**src/rtl/apb_req_arbiter_if.sv**
```systemverilog
// Request/response and APB-wrapper signal bundle for apb_req_arbiter.
// master = arbiter side, slave = requesters plus wrapper/integration side.
interface apb_req_arbiter_if #(
  parameter int NUM_REQ = 4,
  parameter int ADDR_W  = 9,
  parameter int DATA_W  = 8
);
  logic [NUM_REQ-1:0]        req_valid;
  logic [NUM_REQ-1:0]        req_ready;
  logic [NUM_REQ-1:0]        req_write;
  logic [NUM_REQ*ADDR_W-1:0] req_addr;
  logic [NUM_REQ*DATA_W-1:0] req_wdata;
  logic [NUM_REQ-1:0]        rsp_valid;
  logic [DATA_W-1:0]         rsp_rdata;
  logic                      rsp_slverr;
  logic                      rsp_timeout;
  logic                      transfer;
  logic                      READ_WRITE;
  logic [ADDR_W-1:0]         apb_write_paddr;
  logic [ADDR_W-1:0]         apb_read_paddr;
  logic [DATA_W-1:0]         apb_write_data;
  logic                      xfer_done;
  logic                      PSLVERR;
  logic [DATA_W-1:0]         apb_read_data_out;
  logic                      busy;

  modport master (
    input  req_valid, req_write, req_addr, req_wdata,
           xfer_done, PSLVERR, apb_read_data_out,
    output req_ready, rsp_valid, rsp_rdata, rsp_slverr, rsp_timeout,
           transfer, READ_WRITE, apb_write_paddr, apb_read_paddr,
           apb_write_data, busy
  );

  modport slave (
    output req_valid, req_write, req_addr, req_wdata,
           xfer_done, PSLVERR, apb_read_data_out,
    input  req_ready, rsp_valid, rsp_rdata, rsp_slverr, rsp_timeout,
           transfer, READ_WRITE, apb_write_paddr, apb_read_paddr,
           apb_write_data, busy
  );
endinterface

```
**src/rtl/apb_req_arbiter.sv**
```systemverilog
// Round-robin arbiter/sequencer sharing one APB master wrapper among NUM_REQ
// requesters, with a watchdog that aborts transfers which never complete.
module apb_req_arbiter #(
  parameter int NUM_REQ = 4,
  parameter int ADDR_W  = 9,
  parameter int DATA_W  = 8,
  parameter int TIMEOUT = 64
) (
  input logic               PCLK,
  input logic               PRESETn,
  apb_req_arbiter_if.master bus
);

  localparam int          GW = (NUM_REQ > 1) ? $clog2(NUM_REQ) : 1;
  localparam int          CW = (TIMEOUT > 2) ? $clog2(TIMEOUT) : 1;
  localparam int unsigned NR = NUM_REQ;

  typedef enum logic [1:0] {IDLE, ISSUE, WAIT, RESP} state_t;

  state_t              state;
  logic [GW-1:0]       last_grant;
  logic [GW-1:0]       cur;
  logic                cur_write;
  logic [CW-1:0]       cnt;

  logic                transfer_r;
  logic                rw_r;
  logic [ADDR_W-1:0]   wpaddr_r;
  logic [ADDR_W-1:0]   rpaddr_r;
  logic [DATA_W-1:0]   wdata_r;
  logic [NUM_REQ-1:0]  rsp_valid_r;
  logic [DATA_W-1:0]   rsp_rdata_r;
  logic                rsp_slverr_r;
  logic                rsp_timeout_r;

  logic                any_valid;
  logic [GW-1:0]       pick;
  logic [NUM_REQ-1:0]  pick_oh;
  logic [NUM_REQ-1:0]  cur_oh;
  logic                pick_write;
  logic [ADDR_W-1:0]   pick_addr;
  logic [DATA_W-1:0]   pick_wdata;

  // Scan starts just after the last grant so it has lowest priority next time.
  always_comb begin
    int unsigned idx;
    logic        found;
    found     = 1'b0;
    pick      = '0;
    idx       = 0;
    any_valid = |bus.req_valid;
    for (int unsigned i = 1; i <= NR; i++) begin
      idx = 32'(last_grant) + i;
      if (idx >= NR) idx = idx - NR;
      if (!found && bus.req_valid[GW'(idx)]) begin
        found = 1'b1;
        pick  = GW'(idx);
      end
    end
  end

  always_comb begin
    pick_oh       = '0;
    pick_oh[pick] = 1'b1;
    cur_oh        = '0;
    cur_oh[cur]   = 1'b1;
    pick_write    = bus.req_write[pick];
    pick_addr     = bus.req_addr[pick*ADDR_W +: ADDR_W];
    pick_wdata    = bus.req_wdata[pick*DATA_W +: DATA_W];
  end

  assign bus.req_ready       = (state == IDLE && any_valid) ? pick_oh : '0;
  assign bus.busy            = (state != IDLE);
  assign bus.transfer        = transfer_r;
  assign bus.READ_WRITE      = rw_r;
  assign bus.apb_write_paddr = wpaddr_r;
  assign bus.apb_read_paddr  = rpaddr_r;
  assign bus.apb_write_data  = wdata_r;
  assign bus.rsp_valid       = rsp_valid_r;
  assign bus.rsp_rdata       = rsp_rdata_r;
  assign bus.rsp_slverr      = rsp_slverr_r;
  assign bus.rsp_timeout     = rsp_timeout_r;

  always_ff @(posedge PCLK or negedge PRESETn) begin
    if (!PRESETn) begin
      state         <= IDLE;
      last_grant    <= GW'(NUM_REQ - 1);
      cur           <= '0;
      cur_write     <= 1'b0;
      cnt           <= '0;
      transfer_r    <= 1'b0;
      rw_r          <= 1'b0;
      wpaddr_r      <= '0;
      rpaddr_r      <= '0;
      wdata_r       <= '0;
      rsp_valid_r   <= '0;
      rsp_rdata_r   <= '0;
      rsp_slverr_r  <= 1'b0;
      rsp_timeout_r <= 1'b0;
    end else begin
      rsp_valid_r   <= '0;
      rsp_rdata_r   <= '0;
      rsp_slverr_r  <= 1'b0;
      rsp_timeout_r <= 1'b0;
      case (state)
        IDLE: begin
          if (any_valid) begin
            cur        <= pick;
            cur_write  <= pick_write;
            transfer_r <= 1'b1;
            rw_r       <= pick_write;
            wpaddr_r   <= pick_write ? pick_addr  : '0;
            rpaddr_r   <= pick_write ? '0 : pick_addr;
            wdata_r    <= pick_write ? pick_wdata : '0;
            state      <= ISSUE;
          end
        end
        ISSUE: begin
          cnt   <= '0;
          state <= WAIT;
        end
        WAIT: begin
          // Completion wins over the watchdog when both land in the same cycle.
          if (bus.xfer_done || cnt == CW'(TIMEOUT - 1)) begin
            rsp_valid_r   <= cur_oh;
            rsp_rdata_r   <= (bus.xfer_done && !cur_write) ? bus.apb_read_data_out : '0;
            rsp_slverr_r  <= bus.xfer_done ? bus.PSLVERR : 1'b1;
            rsp_timeout_r <= !bus.xfer_done;
            transfer_r    <= 1'b0;
            rw_r          <= 1'b0;
            wpaddr_r      <= '0;
            rpaddr_r      <= '0;
            wdata_r       <= '0;
            state         <= RESP;
          end else begin
            cnt <= cnt + CW'(1);
          end
        end
        RESP: begin
          last_grant <= cur;
          cnt        <= '0;
          state      <= IDLE;
        end
        default: state <= IDLE;
      endcase
    end
  end

endmodule

```
**src/flat_wrapper.sv**
```systemverilog
// flat-port wrapper written by rule: the top's interface ports become plain ports
module apb_req_arbiter_flat 
#(
  parameter int NUM_REQ = 4,
  parameter int ADDR_W  = 9,
  parameter int DATA_W  = 8,
  parameter int TIMEOUT = 64
)
  (PCLK, PRESETn, bus_req_valid, bus_req_write, bus_req_addr, bus_req_wdata, bus_xfer_done, bus_PSLVERR, bus_apb_read_data_out, bus_req_ready, bus_rsp_valid, bus_rsp_rdata, bus_rsp_slverr, bus_rsp_timeout, bus_transfer, bus_READ_WRITE, bus_apb_write_paddr, bus_apb_read_paddr, bus_apb_write_data, bus_busy);
  apb_req_arbiter_if #(.NUM_REQ(NUM_REQ), .ADDR_W(ADDR_W), .DATA_W(DATA_W)) bus_i ();
  input logic PCLK;
  input logic PRESETn;
  input wire logic [$bits(bus_i.req_valid)-1:0] bus_req_valid;
  input wire logic [$bits(bus_i.req_write)-1:0] bus_req_write;
  input wire logic [$bits(bus_i.req_addr)-1:0] bus_req_addr;
  input wire logic [$bits(bus_i.req_wdata)-1:0] bus_req_wdata;
  input wire logic [$bits(bus_i.xfer_done)-1:0] bus_xfer_done;
  input wire logic [$bits(bus_i.PSLVERR)-1:0] bus_PSLVERR;
  input wire logic [$bits(bus_i.apb_read_data_out)-1:0] bus_apb_read_data_out;
  output wire logic [$bits(bus_i.req_ready)-1:0] bus_req_ready;
  output wire logic [$bits(bus_i.rsp_valid)-1:0] bus_rsp_valid;
  output wire logic [$bits(bus_i.rsp_rdata)-1:0] bus_rsp_rdata;
  output wire logic [$bits(bus_i.rsp_slverr)-1:0] bus_rsp_slverr;
  output wire logic [$bits(bus_i.rsp_timeout)-1:0] bus_rsp_timeout;
  output wire logic [$bits(bus_i.transfer)-1:0] bus_transfer;
  output wire logic [$bits(bus_i.READ_WRITE)-1:0] bus_READ_WRITE;
  output wire logic [$bits(bus_i.apb_write_paddr)-1:0] bus_apb_write_paddr;
  output wire logic [$bits(bus_i.apb_read_paddr)-1:0] bus_apb_read_paddr;
  output wire logic [$bits(bus_i.apb_write_data)-1:0] bus_apb_write_data;
  output wire logic [$bits(bus_i.busy)-1:0] bus_busy;
  assign bus_i.req_valid = bus_req_valid;
  assign bus_i.req_write = bus_req_write;
  assign bus_i.req_addr = bus_req_addr;
  assign bus_i.req_wdata = bus_req_wdata;
  assign bus_i.xfer_done = bus_xfer_done;
  assign bus_i.PSLVERR = bus_PSLVERR;
  assign bus_i.apb_read_data_out = bus_apb_read_data_out;
  assign bus_req_ready = bus_i.req_ready;
  assign bus_rsp_valid = bus_i.rsp_valid;
  assign bus_rsp_rdata = bus_i.rsp_rdata;
  assign bus_rsp_slverr = bus_i.rsp_slverr;
  assign bus_rsp_timeout = bus_i.rsp_timeout;
  assign bus_transfer = bus_i.transfer;
  assign bus_READ_WRITE = bus_i.READ_WRITE;
  assign bus_apb_write_paddr = bus_i.apb_write_paddr;
  assign bus_apb_read_paddr = bus_i.apb_read_paddr;
  assign bus_apb_write_data = bus_i.apb_write_data;
  assign bus_busy = bus_i.busy;
  apb_req_arbiter #(.NUM_REQ(NUM_REQ), .ADDR_W(ADDR_W), .DATA_W(DATA_W), .TIMEOUT(TIMEOUT)) u_core (.PCLK(PCLK), .PRESETn(PRESETn), .bus(bus_i));
endmodule
```
**config.mk**
```make
export PLATFORM = sky130hd
export DESIGN_NAME = apb_req_arbiter_flat
export DESIGN_NICKNAME = d
export VERILOG_FILES = /design/src/rtl/apb_req_arbiter_if.sv /design/src/rtl/apb_req_arbiter.sv /design/src/flat_wrapper.sv
export SDC_FILE = /design/constraint.sdc
export NUM_CORES = 1
export LEC_CHECK = 0
export ABC_AREA = 1
export BUFFER_PORTS_ARGS = -buffer_cell sky130_fd_sc_hd__clkbuf_2
export CORE_ASPECT_RATIO = 1.2
export CORE_MARGIN = 2
export CORE_UTILIZATION = 45
export CTS_CLUSTER_SIZE = 14
export DETAILED_ROUTE_END_ITERATION = 16
export PLACE_DENSITY_LB_ADDON = 0.3
export SETUP_SLACK_MARGIN = 0.15
export SLEW_MARGIN = 0
export SYNTH_ARGS = -nofsm -noshare
export SYNTH_HDL_FRONTEND = slang
export SYNTH_SLANG_ARGS = --single-unit
```
**constraint.sdc**
```tcl
create_clock -name PCLK -period 3.29 [get_ports PCLK]
set_input_delay 0.329 -clock PCLK [delete_from_list [all_inputs] [get_ports PCLK]]
set_output_delay 0.329 -clock PCLK [all_outputs]
set_load 0.1 [all_outputs]
```
After elaboration in Yosys (flattened, before gate mapping)
Cells that the tools add are included.
{ "totals": {"ff_bits": 55, "in_bits": 88, "output_inout_bits": 47} }
{ "op_classes": {"add_sub_neg": 9, "n_mul": 1, "magnitude_cmp": 12, "n_eq_ne": 7, "n_shift": 2, "mux": 57, "reduce_logical": 23} }
{ "ops": {"columns": ["operator", "n"], "rows": [
  ["$mux 8", 6],
  ["$mux 9", 5],
  ["$pmux 9 s2", 2],
  ["$shiftx 36x7->9", 1],
  ["$shiftx 32x6->8", 1],
  ["$mux 2", 10],
  ["$lt 2x3->1 const B", 6],
  ["$mux 1", 18],
  ["$pmux 8 s2", 1],
  ["$mux 4", 3],
  ["$pmux 6 s2", 1],
  ["$bmux 1 s2", 5],
  ["$ge 3x3->1 const B", 3],
  ["$pmux 2 s4", 1],
  ["$sub 2x1->2 const B", 4],
  ["$logic_and 1x1->1", 7],
  ["$add 2x2->3 const B", 2],
  ["$add 6x1->6 const B", 1],
  ["$eq 6x6->1 const B", 1],
  ["$mul 2x4->6 const B", 1],
  ["$mux 6", 1],
  ["$reduce_and 2->1", 3],
  ["$reduce_bool 2->1", 3],
  ["$logic_not 1->1", 5],
  ["15 further kinds", 20]
]} }

Longest topological paths before layout
{ "logic_depth": {"word_depth": 20, "depth_mapped": 16} }

Worst setup path after synthesis
OpenSTA, ideal clock, no wires.
{ "synth_path": {"kind": "flip-flop to output port", "startpoint": "reg u_core.last_grant[0]", "endpoint": "out bus_req_ready[1]", "arrival_time_ns": 2.839, "setup_slack_ns": 0.122, "path_stages_with_launch": 12, "cell_sequence": "dfstp_2 buf_6 nand2_1 nand3_2 nand2_2 nor2_8 nand4_4 nand2_4 buf_6 buf_6 nand2_1 nor2_1"} }
{ "synth_between": {"elab_chain_cells": 20} }
{ "synth_lines": {"columns": ["element", "line_no", "rtl"], "rows": [
  ["from (decl)", "apb_req_arbiter.sv:21", "logic [GW-1:0] last_grant;"],
  ["from (signal assigned)", "apb_req_arbiter.sv:87", "last_grant <= GW'(NUM_REQ - 1);"],
  ["from (signal assigned)", "apb_req_arbiter.sv:140", "last_grant <= cur;"],
  ["$add 2x1->3", "apb_req_arbiter.sv:53", "idx = 32'(last_grant) + i;"],
  ["$ge 3x3->1 / $sub 2x1->2 (equally long branches)", "apb_req_arbiter.sv:54", "if (idx >= NR) idx = idx - NR;"],
  ["$mux 2", "apb_req_arbiter.sv:54", null],
  ["$bmux 1 s2", "apb_req_arbiter.sv:55", "if (!found && bus.req_valid[GW'(idx)]) begin"],
  ["$mux 1 (not written as such)", "apb_req_arbiter.sv:55", null],
  ["$mux 1", "apb_req_arbiter.sv:55", null],
  ["$logic_not 1->1", "apb_req_arbiter.sv:55", null],
  ["$logic_and 1x1->1", "apb_req_arbiter.sv:55", null],
  ["(+4 left out)", null, null],
  ["$logic_not 1->1", "apb_req_arbiter.sv:55", null],
  ["$logic_and 1x1->1", "apb_req_arbiter.sv:55", null],
  ["$mux 2 *", "apb_req_arbiter.sv:55", null],
  ["$lt 2x3->1 (not written as such) / $ge 2x1->1 (equally long branches)", "apb_req_arbiter.sv:64", "pick_oh[pick] = 1'b1;"],
  ["$logic_and 1x1->1 (not written as such)", "apb_req_arbiter.sv:64", null],
  ["$mux 1 (not written as such)", "apb_req_arbiter.sv:64", null],
  ["$demux 1 s2 *", null, null],
  ["$mux 4 *", "apb_req_arbiter.sv:72", "assign bus.req_ready = (state == IDLE && any_valid) ? pick_oh : '0;"],
  ["to (decl)", "flat_wrapper.sv:20", "output wire logic [$bits(bus_i.req_ready)-1:0] bus_req_ready;"]
]} }
Mark *: on every way between the ends. The rest lies on a longest branch, timed or not. The select of a mux whose other input is x is not followed.

Worst setup path after layout
{ "layout_path": {"startpoint": "reg u_core.last_grant[0]", "endpoint": "out bus_req_ready[3]"} }
Same word-level chain as after synthesis.

==> impl_metrics.toml <==
[min_path]
hold_class = "input port to flip-flop"
hold-path-cell-count = 3

[logic_synthesis]
synth.top_cell.area_share = 0.367
synth_top_area_cell = "dfrtp_1"
synth_seq_cells = 55
asyncSetResetFlopFracSynth = 1.00
synth_top_cells_by_area = "dfrtp_1, nand2_1, nand3_1"
yosys_warnings = 0
synthesized_instance_count = 519
post_synth_instance_area_sq_um = 3620
avgSynthCellArea_sq_um = 6.97
synth_enable_flop_cells = 0
ys_types = 26
syn-num-nets = 612
yosys-top-cells-count = "nand2_1, nand3_1, inv_1"
yosysMostFrequentCell = "nand2_1"
postSynth.topFlopCell = "dfrtp_1"
synth.yosys.seq_area_share = 0.381

[timing]
setup_repair_after_global_routing_missed_its_margin = "false"
period_share = 0.900
final-max-slew-violation-count = 0
finalSetupViolations = 0
timing.final.crit_period_ns = 2.96
max_slew.worst_pin.slew_ns = 1.03
clock-skew-final_ns = 0.0143
timing.slew.headroom = 0.313
max_freq_mhz = 338
endpoints_failing_hold = 0
tns_ns = 0

[floorplan]
die_y_microns = 102
pin_count = 135
core-area_sq_um = 7750
rows = 35
die-width_microns = 85.8
floorplan.initialDensity = 0.467
die_area_sq_um = 8770

[grt]
met3_layer_usage_reported_by_global_route = 0.0275
global_route.overflow_total = 0
first_global_vias = 3331
globalRoute.busiestLayer = "met2"
grt_util_all_layers = 0.212
grt_use_met2 = 0.349
use_met1 = 0.290
grt_start_max_net_pins = 41
antenna_found_initial = 0
first_pass_grt_wire_length_microns = 15100

[flow_run]
max-cap-violations = 0

[setup_path]
end_kind = "output port"
cp_max_fo = 40
start_kind = "flip-flop"
critPathKind = "flip-flop to output port"
timing.reg2reg.setup_slack_ns = 0.63
required_ns = 2.96
worstPathArrival_ns = 2.63
number_of_cell_instances_on_the_worst_register_to_register_path = 14

[pwr]
netSwitchingPower_mw = 3.24
vdd_ir_drop_max_uv = 630
powerDensity_nw_per_um2 = 1180
pwr-share-clk = 0.073
internal_power_mw = 1.94
power.sequential.fraction = 0.191
power.combinational.fraction = 0.737
post-layout-total-power_mw = 5.18
total_leakage_power_nw = 2.76
swShare = 0.625

[detailed_routing]
drt_pre_antenna_iters = 12
detail-route-antenna-nets = 0
violation_count_after_the_first_detailed_route_iteration = 230
route.vias.total = 3624
drcViolationCount = 5
avgRoutedWirePerCell_microns = 12.4
finalWirelength_microns = 9110
post_detailed_route_via_to_cell_ratio = 4.93

[layout]
filler_cell_count = 742
layout.nets = 735
areaGrowthSynthToFinish_pct = 21.8
postLayoutCoreUtil = 0.569
drive_above_1_share = 0.288
insertedDiodeCount = 0

[cts]
clock_input_transition_at_the_sequential_cells_of_the_worst_setup_and_hold_paths_ns = 0.11
number_of_sinks_handled_by_clock_tree_synthesis = 55
tritoncts = "done"
htree_levels = 2
cts-buffers-inserted = 5
cts_setup_buffers = 0
clk-insertion-delay-late_ns = 0.31
clk_path_buf_depth = 2
clockRootBuffer = "clkbuf_8"

[outcome]
outcome = "complete, but fails checks"
failing_checks = "design-rule violations"

[placed_design]
numPortBuffers = 134
gp_congestion = 0.851
detailed_place_hpwl_microns = 7100
## power by group through the flow
stage	clock network, mW	registers (mW)	logic [mW]
after detailed placement	0	1.00	3.75
after floorplan	0	1.66	2.56
after global placement	0	0.989	3.68
after CTS	0.389	0.987	3.77
after global routing	0.415	1.01	4.19
final	0.376	0.989	3.82
## worst max-delay path: stages (launching register included)
cell and delay, ns:
dfstp_2 0.70, inv_2 0.14, nand2_1 0.13, nand3_2 0.09, nand2_2 0.13, nand4_1 0.11
nand2_2 0.14, nand2_8 0.17, nand2_4 0.14, nand2_1 0.11, nor2_1 0.24, buf_12 0.21
## placed cells by master, fill, tap and decap left out, drive strengths merged
cell type	instances
a21oi	4
buf	8
clkbuf	137
clkinvlp	1
dfrtp	53
dfstp	2
dlygate4sd3	1
ha	5
inv	98
nand2	168
nand3	112
nand3b	3
nand4	5
nor2	24
nor3	6
nor3b	2
o21ai	12
o21bai	1
xor2	1
## metrics by stage
stage	hold slack (ns)	worst slack [ns]	instances	instance area [sq um]
6_report	0.199	0.329	735	4410
5_1_grt	0.192	0.181	735	4410
4_1_cts	0.187	0.171	735	4390
3_5_place_dp	0.310	0.534	726	4290
3_3_place_gp	0.310	0.631	726	4290
2_1_floorplan	0.0334	0.122	519	3620
## path summary, 6_finish.rpt
kind / endpoint / from
setup / recovery: bus_req_ready[3] / u_core.last_grant[0]$_DFFE_PN1P_
hold / removal: u_core.bus.rsp_rdata[6]$_DFF_PN0_ / bus_apb_read_data_out[6]
setup reg to reg: u_core.bus.apb_read_paddr[8]$_DFFE_PN0P_ / u_core.last_grant[0]$_DFFE_PN1P_
hold reg to reg: u_core.bus.apb_write_data[2]$_DFFE_PN0P_ / u_core.bus.apb_write_data[2]$_DFFE_PN0P_
max in group asynchronous: u_core.bus.READ_WRITE$_DFFE_PN0P_ / PRESETn
min in group asynchronous: u_core.bus.apb_write_paddr[3]$_DFFE_PN0P_ / PRESETn
## cell type report
type	count	area (sq um)	share of cell area
inverter	97	367	0.0832
sequential	55	1380	0.313
multi-input combinational	343	1700	0.387
tap	92	115	0.0261
clock inverter	2	16.3	0.00369
clock buffer	6	72.6	0.0165
timing repair buffer	140	753	0.171
## registers in the layout, summed over array words and instances, names as in the netlist
| name | flops |
|---|---|
| u_core.bus.rsp_slverr | 1 |
| u_core.cur | 2 |
| u_core.cnt | 6 |
| u_core.bus.rsp_timeout | 1 |
| u_core.bus.apb_write_data | 8 |
| u_core.bus.READ_WRITE | 1 |
| u_core.bus.rsp_rdata | 8 |
| u_core.bus.rsp_valid | 4 |
| u_core.bus.apb_read_paddr | 9 |
| u_core.state | 2 |
| u_core.bus.transfer | 1 |
| u_core.cur_write | 1 |
| u_core.last_grant | 2 |
| u_core.bus.apb_write_paddr | 9 |
## routing by layer
| layer | vias to the layer above | share of wire |
|---|---|---|
| li1 | 1846 | - |
| met1 | 1594 | 0.43 |
| met2 | 168 | 0.48 |
| met3 | 16 | 0.069 |
| met4 | 0 | 0.020 |
| met5 | - | 0 |
## repair_timing
| action | 4_1_cts | 5_1_grt |
|---|---|---|
| setup endpoints to repair | 0 | 4 |
| hold endpoints to repair | 16 | 0 |
| hold buffers | 1 | 0 |
| resized for setup | 0 | 6 |
## logic make-up after synthesis
kind of cell	share of synthesized area
AO/OA/AOI/OAI	0.0252
XOR/XNOR	0.00242
adder cells (fa/ha/maj)	0.0173
buffers and inverters	0.153
flip-flops	0.381
AND/OR/NAND/NOR	0.421
No activity file was read; power rests on OpenSTA's default activity.
